File: config.mk
export PLATFORM = sky130hd
export DESIGN_NAME = adc_sample_fifo
export DESIGN_NICKNAME = d
export VERILOG_FILES = /design/src/rtl/adc_sample_fifo.sv
export SDC_FILE = /design/constraint.sdc
export NUM_CORES = 1
export LEC_CHECK = 0
export CAP_MARGIN = 20
export CORE_UTILIZATION = 60
export CTS_CLUSTER_SIZE = 28
export DETAILED_ROUTE_END_ITERATION = 8
export GPL_TIMING_DRIVEN = 0
export PLACE_DENSITY = 0.82
export SYNTH_ARGS = -nofsm -noshare
export SYNTH_HDL_FRONTEND = slang
export SYNTH_SLANG_ARGS = --single-unit
File: constraint.sdc
create_clock -name osc_clk -period 7.7 [get_ports osc_clk]
set_input_delay 1.925 -clock osc_clk [delete_from_list [all_inputs] [get_ports osc_clk]]
set_output_delay 1.925 -clock osc_clk [all_outputs]
set_load 0.02 [all_outputs]
File: src/rtl/adc_sample_fifo.sv
// rtl/adc_sample_fifo.sv - decimating ADC sample FIFO with status, half-full irq and optional trigger
// Optional level trigger is built only when ADC_FIFO_TRIGGER_EN is defined.
module adc_sample_fifo #(
  parameter int DEPTH_LOG2 = 4,
  parameter int DATA_W     = 8
) (
  input  logic                  osc_clk,
  input  logic                  rst_n,
  input  logic [DATA_W-1:0]     i_sample,
  input  logic                  i_sample_valid,
  input  logic                  i_rd,
  input  logic                  i_stat_rd,
  input  logic                  i_ctrl_wr,
  input  logic                  i_trig_wr,
  input  logic [7:0]            i_wdata,
  output logic [DATA_W-1:0]     o_data,
  output logic [7:0]            o_status,
  output logic [DEPTH_LOG2:0]   o_level,
  output logic [7:0]            o_ctrl,
  output logic                  o_irq
);

  localparam int DEPTH = 1 << DEPTH_LOG2;
  localparam logic [DEPTH_LOG2:0]   FULL_LVL = (DEPTH_LOG2+1)'(DEPTH);
  localparam logic [DEPTH_LOG2:0]   HALF_LVL = (DEPTH_LOG2+1)'(DEPTH / 2);
  localparam logic [DEPTH_LOG2:0]   LVL_ONE  = (DEPTH_LOG2+1)'(1);
  localparam logic [DEPTH_LOG2-1:0] PTR_ONE  = DEPTH_LOG2'(1);

  logic [DATA_W-1:0]     mem_q [DEPTH];
  logic [DEPTH_LOG2-1:0] wr_ptr_q, wr_ptr_d, rd_ptr_q, rd_ptr_d;
  logic [DEPTH_LOG2:0]   level_q, level_d;
  logic [DATA_W-1:0]     data_q, data_d;
  logic                  en_q, en_d, ovf_q, ovf_d, udf_q, udf_d;
  logic [3:0]            dec_q, dec_d, cnt_q, cnt_d;
  logic                  full, empty, flush, kept, offer;
  logic                  do_push, do_pop, ovf_evt, udf_evt;
  logic                  trig_armed, arm_rb;
  logic                  unused_inputs;

`ifdef ADC_FIFO_TRIGGER_EN
  logic              armed_q, armed_d, arm_bit_q, arm_bit_d, prev_below_q, prev_below_d;
  logic [DATA_W-1:0] trig_q, trig_d;
  logic              trig_hit;

  assign trig_hit   = armed_q && prev_below_q && (i_sample >= trig_q);
  assign offer      = kept && (!armed_q || trig_hit);
  assign trig_armed = armed_q;
  assign arm_rb     = arm_bit_q;

  always_comb begin
    armed_d      = armed_q;
    arm_bit_d    = arm_bit_q;
    prev_below_d = prev_below_q;
    trig_d       = trig_q;
    if (kept) prev_below_d = (i_sample < trig_q);
    if (trig_hit) armed_d = 1'b0;
    if (i_trig_wr) trig_d = DATA_W'(i_wdata);
    if (i_ctrl_wr) begin
      arm_bit_d = i_wdata[2];
      // Arming forgets history so an already-high level cannot fire immediately.
      if (i_wdata[2]) begin
        armed_d      = 1'b1;
        prev_below_d = 1'b0;
      end
    end
    if (flush) armed_d = 1'b0;
  end

  always_ff @(posedge osc_clk or negedge rst_n) begin
    if (!rst_n) begin
      armed_q      <= 1'b0;
      arm_bit_q    <= 1'b0;
      prev_below_q <= 1'b0;
      trig_q       <= DATA_W'(8'h80);
    end else begin
      armed_q      <= armed_d;
      arm_bit_q    <= arm_bit_d;
      prev_below_q <= prev_below_d;
      trig_q       <= trig_d;
    end
  end

  assign unused_inputs = i_wdata[3];
`else
  assign offer         = kept;
  assign trig_armed    = 1'b0;
  assign arm_rb        = 1'b0;
  assign unused_inputs = ^{i_wdata[3:2], i_trig_wr};
`endif

  assign full    = (level_q == FULL_LVL);
  assign empty   = (level_q == '0);
  assign flush   = i_ctrl_wr && i_wdata[1];
  assign kept    = i_sample_valid && en_q && (cnt_q == 4'd0);
  // Evaluated against pre-edge state: a pop frees the slot a same-cycle push needs.
  assign do_push = offer && (!full || i_rd);
  assign ovf_evt = offer && full && !i_rd;
  assign do_pop  = i_rd && !empty;
  assign udf_evt = i_rd && empty;

  always_comb begin
    wr_ptr_d = wr_ptr_q;
    rd_ptr_d = rd_ptr_q;
    level_d  = level_q;
    data_d   = data_q;
    en_d     = en_q;
    dec_d    = dec_q;
    cnt_d    = cnt_q;
    ovf_d    = ovf_q;
    udf_d    = udf_q;
    if (i_sample_valid && en_q) cnt_d = (cnt_q == dec_q) ? 4'd0 : cnt_q + 4'd1;
    if (do_push) wr_ptr_d = wr_ptr_q + PTR_ONE;
    if (do_pop) begin
      rd_ptr_d = rd_ptr_q + PTR_ONE;
      data_d   = mem_q[rd_ptr_q];
    end else if (udf_evt) begin
      data_d = '0;
    end
    if (do_push && !do_pop) level_d = level_q + LVL_ONE;
    else if (do_pop && !do_push) level_d = level_q - LVL_ONE;
    if (ovf_evt) ovf_d = 1'b1;
    else if (i_stat_rd) ovf_d = 1'b0;
    if (udf_evt) udf_d = 1'b1;
    else if (i_stat_rd) udf_d = 1'b0;
    if (i_ctrl_wr) begin
      en_d  = i_wdata[0];
      dec_d = i_wdata[7:4];
    end
    if (flush) begin
      wr_ptr_d = '0;
      rd_ptr_d = '0;
      level_d  = '0;
      data_d   = data_q;
      ovf_d    = 1'b0;
      udf_d    = 1'b0;
      cnt_d    = 4'd0;
    end
  end

  always_ff @(posedge osc_clk or negedge rst_n) begin
    if (!rst_n) begin
      wr_ptr_q <= '0;
      rd_ptr_q <= '0;
      level_q  <= '0;
      data_q   <= '0;
      en_q     <= 1'b0;
      dec_q    <= 4'd0;
      cnt_q    <= 4'd0;
      ovf_q    <= 1'b0;
      udf_q    <= 1'b0;
    end else begin
      wr_ptr_q <= wr_ptr_d;
      rd_ptr_q <= rd_ptr_d;
      level_q  <= level_d;
      data_q   <= data_d;
      en_q     <= en_d;
      dec_q    <= dec_d;
      cnt_q    <= cnt_d;
      ovf_q    <= ovf_d;
      udf_q    <= udf_d;
    end
  end

  // Buffer contents carry no reset; only pointers define validity.
  always_ff @(posedge osc_clk) begin
    if (do_push && !flush) mem_q[wr_ptr_q] <= i_sample;
  end

  assign o_data   = data_q;
  assign o_level  = level_q;
  assign o_irq    = en_q && (level_q >= HALF_LVL);
  assign o_ctrl   = {dec_q, 1'b0, arm_rb, 1'b0, en_q};
  assign o_status = {full, empty, ovf_q, udf_q, trig_armed, 1'b0, o_irq, en_q};

endmodule
==> flow_metrics.tcl, run 1 <==
set metrics [dict create \
    run_status "completed" \
    fmaxAchievable_mhz 227 \
    setup-violations-final 0 \
    tightestPinTransition_ns 0.842 \
    synth_flop_cell "sky130_fd_sc_hd__edfxtp_1" \
    netlist_area_um2 6750 \
    port_buffers 43 \
    final_global_route_overflow_total 0 \
    critPathCaptureType "output pin" \
    crit_family "simple AND/OR/NAND/NOR gates" \
    synthesis.area_per_instance_um2 16.6 \
    ys_warn_count 0 \
    slew_headroom 0.437 \
    cts_resized 0 \
    postCtsSetupBuffers 0 \
    dp_worst_setup_slack_ns 2.81 \
    critical_path.slowest_cell "sky130_fd_sc_hd__or4_4" \
    postLayoutSetupSlackWorst_ns 3.29 \
    drt-pass1-iter-count 5 \
    cts_tree "built" \
    route.detailed.vias_per_inst 6.12 \
    hp-class "reg -> reg" \
    row_cnt 38 \
    synth_sequential_area_ratio 0.688 \
    grt_setup_unrepaired "false" \
    timing.setup.tns_ns 0 \
    synthCells 407 \
    critical_path_peak_fanout 6 \
    drc 0 \
    synth_top_cell_by_area "sky130_fd_sc_hd__edfxtp_1" \
    ir_worst_vdd_uv 169 \
    io_pins 53 \
    number_of_nets_in_the_layout 508 \
    initial_utilization 0.620 \
    routabilityCongestion 0.785 \
    h-tree-depth 4 \
    critical_path.startpoint "o_level[1]$_DFFE_PN0P_" \
    report.final.slew_viol_count 0 \
    grt_max_degree 33 \
    die_x_um 108 \
    vias 3832 \
    hold_vio_cnt_final 0 \
    cts.sink_count 160 \
    worst-setup-path-type "reg -> out" \
    unique_cell_type_count_in_the_yosys_netlist 48 \
    grt_pass1_wl_um 21300 \
    drt.antenna.violating_nets 0 \
    worst-endpoint-required_ns 5.78 \
    die_height_um 108 \
    skew_ns 0.0106 \
    cts.hold.buffers_added 0 \
    power_per_cell_area_nw_per_um2 321 \
    asyncSetResetFlopFracSynth 0.200 \
    grt_pass1_vias 3827 \
    antenna_cells_inserted 0 \
    cts_max_path_buffers 2 \
    drive_above_1_share 0.195 \
    post-route-min-period_ns 4.41 \
    fin_crit_sh 0.573 \
    overall_routed_net_length_um 13800 \
    reg2reg_from "o_level[1]$_DFFE_PN0P_" \
    design.core.area_um2 10900 \
    post_drt_wl_per_cell_um 22.1 \
    cp_data_arrival_time_ns 2.49 \
    clkLatencyLatePin_ns 0.54 \
    post_layout_nonfiller_instances 626 \
    design.die.area_um2 11700 \
    grt_antenna_before_repair 0 \
    cellLeakagePower_uw 0.00277 \
    critPathMaxStageDelay_ns 0.60 \
    cp-start-kind "flip-flop" \
    area_fraction_of_the_dominant_cell_type_after_synthesis 0.570 \
    post-dp-hpwl_um 8950 \
    cts_inserted_buffers 17 \
    synth_area_leaders "sky130_fd_sc_hd__edfxtp_1, sky130_fd_sc_hd__dfrtp_1, sky130_fd_sc_hd__mux4_2, sky130_fd_sc_hd__ha_1, sky130_fd_sc_hd__nor2_1" \
    synth.ff_latch_count 160 \
    cp_num_buf_inv 2 \
    cts_root_buf "sky130_fd_sc_hd__clkbuf_8" \
    area.growth.synth_to_final_pct 17.4 \
    detailedRoute.firstIterationViolations 462 \
    clkTransAtPathRegs_ns 0.06 \
    list_of_most_frequent_post_synthesis_cells "sky130_fd_sc_hd__edfxtp_1, sky130_fd_sc_hd__nor2_1, sky130_fd_sc_hd__dfrtp_1" \
    holdCritStartpoint "o_data[4]$_DFFE_PN0P_" \
    timing.critical_path.cells "or4_4 > nor2_1 > buf_4 > clkdlybuf4s50_1" \
    max_cap_violations 0 \
    yosys.cell_count.top_type "sky130_fd_sc_hd__edfxtp_1" \
    groute.usage.overall 0.264 \
    synth_edf_count 128 \
    dpl.cell_count 594 \
]
## placed cells by master, fill, tap and decap left out, types with 3 or more instances in the layout
cell type,instances
sky130_fd_sc_hd__o21ai_0,5
sky130_fd_sc_hd__clkinv_2,3
sky130_fd_sc_hd__clkbuf_1,9
sky130_fd_sc_hd__nand2_1,14
sky130_fd_sc_hd__nor2b_1,4
sky130_fd_sc_hd__xor2_1,9
sky130_fd_sc_hd__ha_1,11
sky130_fd_sc_hd__nand3_1,22
sky130_fd_sc_hd__a21oi_1,9
sky130_fd_sc_hd__buf_1,3
sky130_fd_sc_hd__mux2_2,5
sky130_fd_sc_hd__nand3b_1,9
sky130_fd_sc_hd__xnor2_1,3
sky130_fd_sc_hd__buf_2,5
sky130_fd_sc_hd__a22oi_1,7
sky130_fd_sc_hd__a22o_1,9
sky130_fd_sc_hd__mux2i_1,5
sky130_fd_sc_hd__edfxtp_1,128
sky130_fd_sc_hd__inv_1,6
sky130_fd_sc_hd__nor3_1,4
sky130_fd_sc_hd__mux4_2,30
sky130_fd_sc_hd__nor2_1,36
sky130_fd_sc_hd__clkbuf_16,16
sky130_fd_sc_hd__clkinvlp_4,3
sky130_fd_sc_hd__dfrtp_1,32
sky130_fd_sc_hd__and2_1,4
sky130_fd_sc_hd__clkdlybuf4s50_1,42
sky130_fd_sc_hd__conb_1,5
sky130_fd_sc_hd__buf_4,13
## worst register-to-register path, cell delays in order, from the launching register on
cell and delay [ns]:
sky130_fd_sc_hd__dfrtp_1 0.45, sky130_fd_sc_hd__or4_4 0.60, sky130_fd_sc_hd__o21ai_4 0.27, sky130_fd_sc_hd__and3_4 0.28, sky130_fd_sc_hd__inv_2 0.10, sky130_fd_sc_hd__fa_1 0.41, sky130_fd_sc_hd__a21o_1 0.19, sky130_fd_sc_hd__a21o_1 0.18
sky130_fd_sc_hd__and4_2 0.23, sky130_fd_sc_hd__nor3_1 0.18, sky130_fd_sc_hd__nor3b_2 0.07
## registers in the layout, indices dropped and copies added (netlist names)
name / cells
en_q: 1
wr_ptr_q: 4
rd_ptr_q: 4
mem_q: 128
cnt_q: 4
o_data: 8
udf_q: 1
o_level: 5
ovf_q: 1
dec_q: 4
## metal layers
metal	routed length, µm	GRT usage	vias to the layer above
li1	-	-	1686
met1	5570	0.347	1929
met2	6880	0.437	187
met3	1010	0.0597	30
met4	367	0.0920	0
met5	0	0	-
## kinds of logic after synthesis
kind of cell / Yosys count / share of synthesized area
flip-flops: 160 / 0.688
AND/OR/NAND/NOR: 106 / 0.0834
AO/OA/AOI/OAI: 40 / 0.0439
multiplexers: 40 / 0.116
buffers and inverters: 36 / 0.0291
adder cells (fa/ha/maj): 12 / 0.0234
XOR/XNOR: 12 / 0.0156
other: 1 / 0.000556
## per-stage QoR
stage | utilization | hold slack [ns] | total power (µW) | area, µm²
final | 0.728 | 0.519 | 2540 | 7920
after global routing | 0.728 | 0.543 | 2650 | 7920
after CTS | 0.728 | 0.522 | 2550 | 7920
after detailed placement | 0.676 | 0.503 | 1750 | 7360
after global placement | 0.677 | 0.503 | 1730 | 7370
after floorplan | - | 0.526 | 1520 | 6760
## where the power goes
part | total, µW | internal (µW) | leakage [µW] | switching (µW)
registers | 1050 | 995 | 0.00156 | 55.5
logic | 696 | 324 | 0.000945 | 372
clock network | 796 | 460 | 0.000266 | 336
## final timing paths
check	to	slack (ns)	cells after the start
worst max-delay path	o_status[6]	3.29	4
worst min-delay path	o_data[4]$_DFFE_PN0P_	0.52	1
worst max register to register	o_level[4]$_DFFE_PN0P_	4.59	10
worst min register to register	o_data[4]$_DFFE_PN0P_	0.52	1
max in group asynchronous	dec_q[1]$_DFFE_PN0P_	5.80	1
min in group asynchronous	o_level[1]$_DFFE_PN0P_	1.44	1
## cell type report
class	instances	area [µm²]
Clock buffer	18	418
Fill cell	682	2970
Multi-Input combinational cell	215	1920
Inverter	7	26.3
Clock inverter	14	140
Timing Repair Buffer	43	425
Sequential cell	160	4640
Buffer	29	170
Tap cell	140	175
Power figures use the tool's default switching activity.
==> run 2: changes to the inputs <==
- CORE_UTILIZATION: 60 -> 58
- PLACE_DENSITY: 0.82 -> 0.79
- clock period: 7.7 -> 4.2 ns (I/O delays scaled with it)
==> flow_metrics.tcl, run 2 (synthesis gave the netlist of run 1 again) <==
set metrics [dict create \
    layout.cells.most_common "sky130_fd_sc_hd__edfxtp_1" \
    ir_worst_vdd_uv 412 \
    drt.antenna.violating_nets 0 \
    cts.hold.buffers_added 0 \
    switching_power_as_a_share_of_total_power 0.290 \
    number_of_nets_in_the_layout 508 \
    hold_vio_cnt_final 0 \
    die_height_um 110 \
    cellLeakagePower_uw 0.00279 \
    layout.cells.most_common_list "sky130_fd_sc_hd__edfxtp_1, sky130_fd_sc_hd__clkdlybuf4s50_1, sky130_fd_sc_hd__nor2_1, sky130_fd_sc_hd__dfrtp_1, sky130_fd_sc_hd__mux4_2" \
    h-tree-depth 4 \
    row_cnt 39 \
    die_x_um 110 \
    flip_flop_count_of_the_largest_register_after_layout 128 \
    cts.sink_count 160 \
    run_status "completed" \
    dpl-instance-area_um2 7370 \
    power_frac_clock 0.326 \
    postCtsSetupBuffers 0 \
    cp_data_arrival_time_ns 3.96 \
    drc 0 \
    grt_setup_unrepaired "false" \
    grt_pass1_wl_um 19600 \
    critical_path_peak_fanout 10 \
    drive_above_1_share 0.195 \
    power_per_cell_area_nw_per_um2 593 \
    clkLatencyLatePin_ns 0.43 \
    regMostFlops "mem_q" \
    port_buffers 43 \
    design.die.area_um2 12100 \
    antenna_cells_inserted 0 \
    fin_crit_sh 0.861 \
    drt-pass1-iter-count 5 \
    clkTransAtPathRegs_ns 0.06 \
    cts_resized 0 \
    cts_max_path_buffers 2 \
    fmaxAchievable_mhz 277 \
    comb_power_share 0.265 \
    cell_internal_pwr_uw 3350 \
    critPathCaptureType "flip-flop" \
    post_drt_wl_per_cell_um 20.8 \
    cts_root_buf "sky130_fd_sc_hd__clkbuf_16" \
    worst-endpoint-required_ns 4.55 \
    worst-setup-path-type "in -> reg" \
    design.core.area_um2 11400 \
    post-route-min-period_ns 3.62 \
    timing.setup.tns_ns 0 \
    grt_max_degree 33 \
    skew_ns 0.00760 \
    fin_area_um2 7960 \
    finalHoldWorstSlack_ns 0.515 \
    setup-violations-final 0 \
    vias 3756 \
    max_cap_violations 0 \
    grt_antenna_before_repair 0 \
    route.detailed.vias_per_inst 5.97 \
    grt_pass1_vias 3572 \
    power.switching_uw 1370 \
    tightestPinTransition_ns 0.865 \
    detailedRoute.firstIterationViolations 394 \
    cp-start-kind "input port" \
    groute.usage.overall 0.236 \
    routabilityCongestion 0.815 \
    seqPwrFrac 0.409 \
    area.growth.synth_to_final_pct 18.0 \
    post-dp-hpwl_um 8570 \
    cts_inserted_buffers 17 \
    cts_tree "built" \
    overall_routed_net_length_um 13100 \
    report.final.slew_viol_count 0 \
    initial_utilization 0.594 \
    final_global_route_overflow_total 0 \
    slew_headroom 0.421 \
    fillers 763 \
    io_pins 53 \
    hp-class "reg -> reg" \
]
-- run 2: critical path, cell delays in order --
cell	delay (ns)
sky130_fd_sc_hd__clkdlybuf4s50_1	0.48
sky130_fd_sc_hd__nand2_1	0.12
sky130_fd_sc_hd__nor4b_4	0.54
sky130_fd_sc_hd__and3_4	0.32
sky130_fd_sc_hd__inv_2	0.10
sky130_fd_sc_hd__fa_1	0.42
sky130_fd_sc_hd__a21o_1	0.20
sky130_fd_sc_hd__a21o_1	0.18
sky130_fd_sc_hd__and4_2	0.23
sky130_fd_sc_hd__o21ai_0	0.14
sky130_fd_sc_hd__nor3b_2	0.17
-- run 2: layout make-up --
type	count	area, µm²	area share
buffer	29	170	0.0214
clock buffer	19	433	0.0544
clock inverter	13	161	0.0203
inverter	7	26.3	0.00330
multi-input combinational	215	1920	0.242
sequential	160	4640	0.583
tap	143	179	0.0225
timing repair buffer	43	425	0.0534
-- run 2: per-layer routing --
metal  part of all wire  up-vias  wire length (µm)  GRT usage
li1                   -     1685                 -          -
met4              0.025        0               333      0.108
met1               0.44     1875              5730      0.327
met3              0.068       28               887     0.0551
met2               0.47      168              6120      0.360
met5                  0        -                 0          0
-- run 2: power by group through the flow --
| stage | sequential, µW | clock (µW) | combinational [µW] |
|---|---|---|---|
| detailed placement | 1960 | 0 | 1250 |
| global placement | 1950 | 0 | 1220 |
| CTS | 1930 | 1560 | 1250 |
| floorplan | 2000 | 0 | 783 |
| finish | 1930 | 1540 | 1250 |
| global route | 1940 | 1610 | 1350 |
-- run 2: through the flow --
step	worst slack, ns	total power, µW	util	std cells
global route	0.355	4910	0.700	629
floorplan	0.962	2790	-	411
CTS	0.593	4740	0.700	629
finish	0.583	4720	0.700	629
detailed placement	0.166	3210	0.648	597
global placement	0.214	3170	0.649	597
-- run 2: final timing paths --
kind,from,to,slack [ns],depth (start not counted)
max in group asynchronous,rst_n,cnt_q[0]$_DFFE_PN0P_,3.06,1
worst min-delay path,o_data[4]$_DFFE_PN0P_,o_data[4]$_DFFE_PN0P_,0.51,1
worst max register to register,o_level[0]$_DFFE_PN0P_,o_level[4]$_DFFE_PN0P_,1.05,10
worst max-delay path,i_sample_valid,o_level[4]$_DFFE_PN0P_,0.58,11
worst min register to register,o_data[4]$_DFFE_PN0P_,o_data[4]$_DFFE_PN0P_,0.51,1
min in group asynchronous,rst_n,o_level[1]$_DFFE_PN0P_,0.68,1
==> patch, RTL diff (config.mk and constraints of run 2) <==
Set the parameter `DEPTH_LOG2` to 5 (it was 4).
--- a/src/rtl/adc_sample_fifo.sv
+++ b/src/rtl/adc_sample_fifo.sv
@@ -1,7 +1,7 @@
 // rtl/adc_sample_fifo.sv - decimating ADC sample FIFO with status, half-full irq and optional trigger
 // Optional level trigger is built only when ADC_FIFO_TRIGGER_EN is defined.
 module adc_sample_fifo #(
-  parameter int DEPTH_LOG2 = 4,
+  parameter int DEPTH_LOG2 = 5,
   parameter int DATA_W     = 8
 ) (
   input  logic                  osc_clk,
Ports: changed (resized o_level); port bits go from 53 to 54. The function was not compared with the original's and may differ.
==> patch against run 2 <==
Design area increased by 75%. Total power increased by 71%. Critical endpoint is now o_status[6]. Highest routed layer unchanged. Largest cell class unchanged. Combinational power increased by 77%. Wire length increased by 100%. Sequential cell count increased by 131. Synthesized area increased by 79%. Setup slack got worse by 0.37 ns.
==> patch: results (changes against run 2) <==
| Metric | Value |
|---|---|
| Status | complete, no violations (unchanged) |
| Pre-CTS WS | -0.302 ns (was 0.166 ns) |
| Largest net degree at the start of global routing | 36 (was 33) |
| Gr usage total | 0.254 (was 0.236) |
| Worst vdd ir | 0.424 mV (was 0.412 mV) |
| Global-route wire length before repair | 40800 µm (was 19600 µm) |
| Worst clock skew | 0.0158 ns (was 0.00760 ns) |
| Post-cts sizing count | 0 (unchanged) |
| Top post-synthesis cells by area | edfxtp_1, mux2i_1, dfrtp_1 (was edfxtp_1, dfrtp_1, mux4_2) |
| Dpl hpwl | 17900 µm (was 8570 µm) |
| Internal | 5.63 mW (was 3.35 mW) |
| Clk root buf | clkbuf_16 (unchanged) |
| I/O Buffers | 43 (unchanged) |
| CTS Buffer Depth | 3 (was 2) |
| H-Tree Depth | 1 (was 4) |
| Clock latency on the worst-skew pair | 0.53 ns (was 0.43 ns) |
| Via count | 7090 (was 3756) |
| Biggest register | mem_q (unchanged) |
| Worst r2r src | cnt_q[0] (was o_level[0]) |
| Average wire per standard cell | 23.2 µm (was 20.8 µm) |
| CP startpoint | o_level[0] (was i_sample_valid) |
| Post-synth ARST share | 0.120 (was 0.200) |
| Initial antenna violation count | 0 (unchanged) |
| DR iter-0 viols | 853 (was 394) |
| Clock transition time at the flip-flop clock pins of the worst setup and hold paths | around 0.07 ns |
| Layout cells sized above 1 | 0.126 (was 0.195) |
| CTS Hold Bufs | 0 (unchanged) |
| GPL Wtd Cong | 0.905 (was 0.815) |
| Post-route ant nets | 0 (unchanged) |
| Most frequent cells after synthesis | edfxtp_1, mux2i_1, nor2_1, a22oi_1, nand2_1 (was edfxtp_1, nor2_1, dfrtp_1, mux4_2, nand3_1) |
| Max reg flops | 256 (was 128) |
| Synth warn | 0 (unchanged) |
| Relative slew slack | 0.395 (was 0.421) |
| Post-synth EDFFs | 256 (was 128) |
| Synth cell types | 52 (was 48) |
| Vias in the first global route | 7286 (was 3572) |
| Hold path startpoint | cnt_q[3] (was o_data[4]) |
| CTS Buf Count | 28 (was 17) |
| Crit Path Max Fanout | 7 (was 10) |
| Total grt overflow | 0 (unchanged) |
| Nets | 888 (was 508) |
| Data arrival time of the worst path | 2.93 ns (was 3.96 ns) |
| Worst min-delay path class | reg2reg (unchanged) |
| Static Leakage | 4.70 nW (was 2.79 nW) |
| Sequential element share of the synthesized area | 0.708 (was 0.688) |
==> patch: final timing paths <==
kind	end	slack, ns	cells after the start
min	cnt_q[3]	0.58	1
max in group asynchronous	o_data[7]	3.05	1
min in group asynchronous	udf_q	0.61	1
min reg2reg	cnt_q[3]	0.58	1
max reg2reg	mem_q[15][2]	0.72	7
max	o_status[6]	0.22	6
==> patch: final cells by class <==
| type | count | area (µm²) |
|---|---|---|
| clock buffers | 34 | 744 |
| inverters | 11 | 43.8 |
| multi-input cells | 419 | 3270 |
| fillers | 1311 | 6440 |
| well taps | 270 | 338 |
| repair buffers | 51 | 558 |
| flip-flops and latches | 291 | 8560 |
| plain buffers | 51 | 238 |
| clock inverters | 18 | 164 |
==> patch: critical path, cell delays in order (launching register included) <==
cell             delay (ns)
dfrtp_1                0.45
or4_1                  0.67
nor2_1                 0.23
nand2_1                0.14
inv_1                  0.18
buf_4                  0.14
clkdlybuf4s50_1        0.60
==> patch: power groups by stage <==
| stage | clock [mW] | combinational (mW) | sequential [mW] |
|---|---|---|---|
| 4_1_cts | 2.48 | 2.19 | 3.41 |
| 3_5_place_dp | 0 | 2.16 | 3.47 |
| 5_1_grt | 2.58 | 2.35 | 3.42 |
| 6_report | 2.46 | 2.21 | 3.41 |
| 2_1_floorplan | 0 | 1.36 | 3.51 |
| 3_3_place_gp | 0 | 2.09 | 3.46 |
==> patch: metrics by stage <==
stage | power, mW | setup TNS [ns] | hold WS (ns) | cell area [µm²] | std cells
floorplan | 4.87 | 0 | 0.500 | 12100 | 772
global placement | 5.55 | -35.04 | 0.535 | 12900 | 1085
detailed placement | 5.63 | -57.18 | 0.559 | 13000 | 1091
CTS | 8.08 | 0 | 0.575 | 13900 | 1143
global route | 8.36 | 0 | 0.607 | 13900 | 1145
finish | 8.09 | 0 | 0.576 | 13900 | 1145
==> patch: cell families (layout without fill, tap and decap cells) <==
group	count (synthesis)	in the layout	synth area share
other	1	5	0.000310
XOR/XNOR	11	11	0.00796
adder cells (fa/ha/maj)	12	12	0.0130
flip-flops	291	291	0.708
AO/OA/AOI/OAI	101	101	0.0590
buffers and inverters	62	165	0.0233
AND/OR/NAND/NOR	165	165	0.0670
multiplexers	125	125	0.122
==> patch: routing by layer <==
layer | vias to the layer above | global-route usage | part of all wire
met5 | - | 0 | 0
met4 | 0 | 0.0771 | 0.027
met3 | 65 | 0.0331 | 0.076
met2 | 363 | 0.436 | 0.50
met1 | 3543 | 0.339 | 0.40
li1 | 3119 | - | -
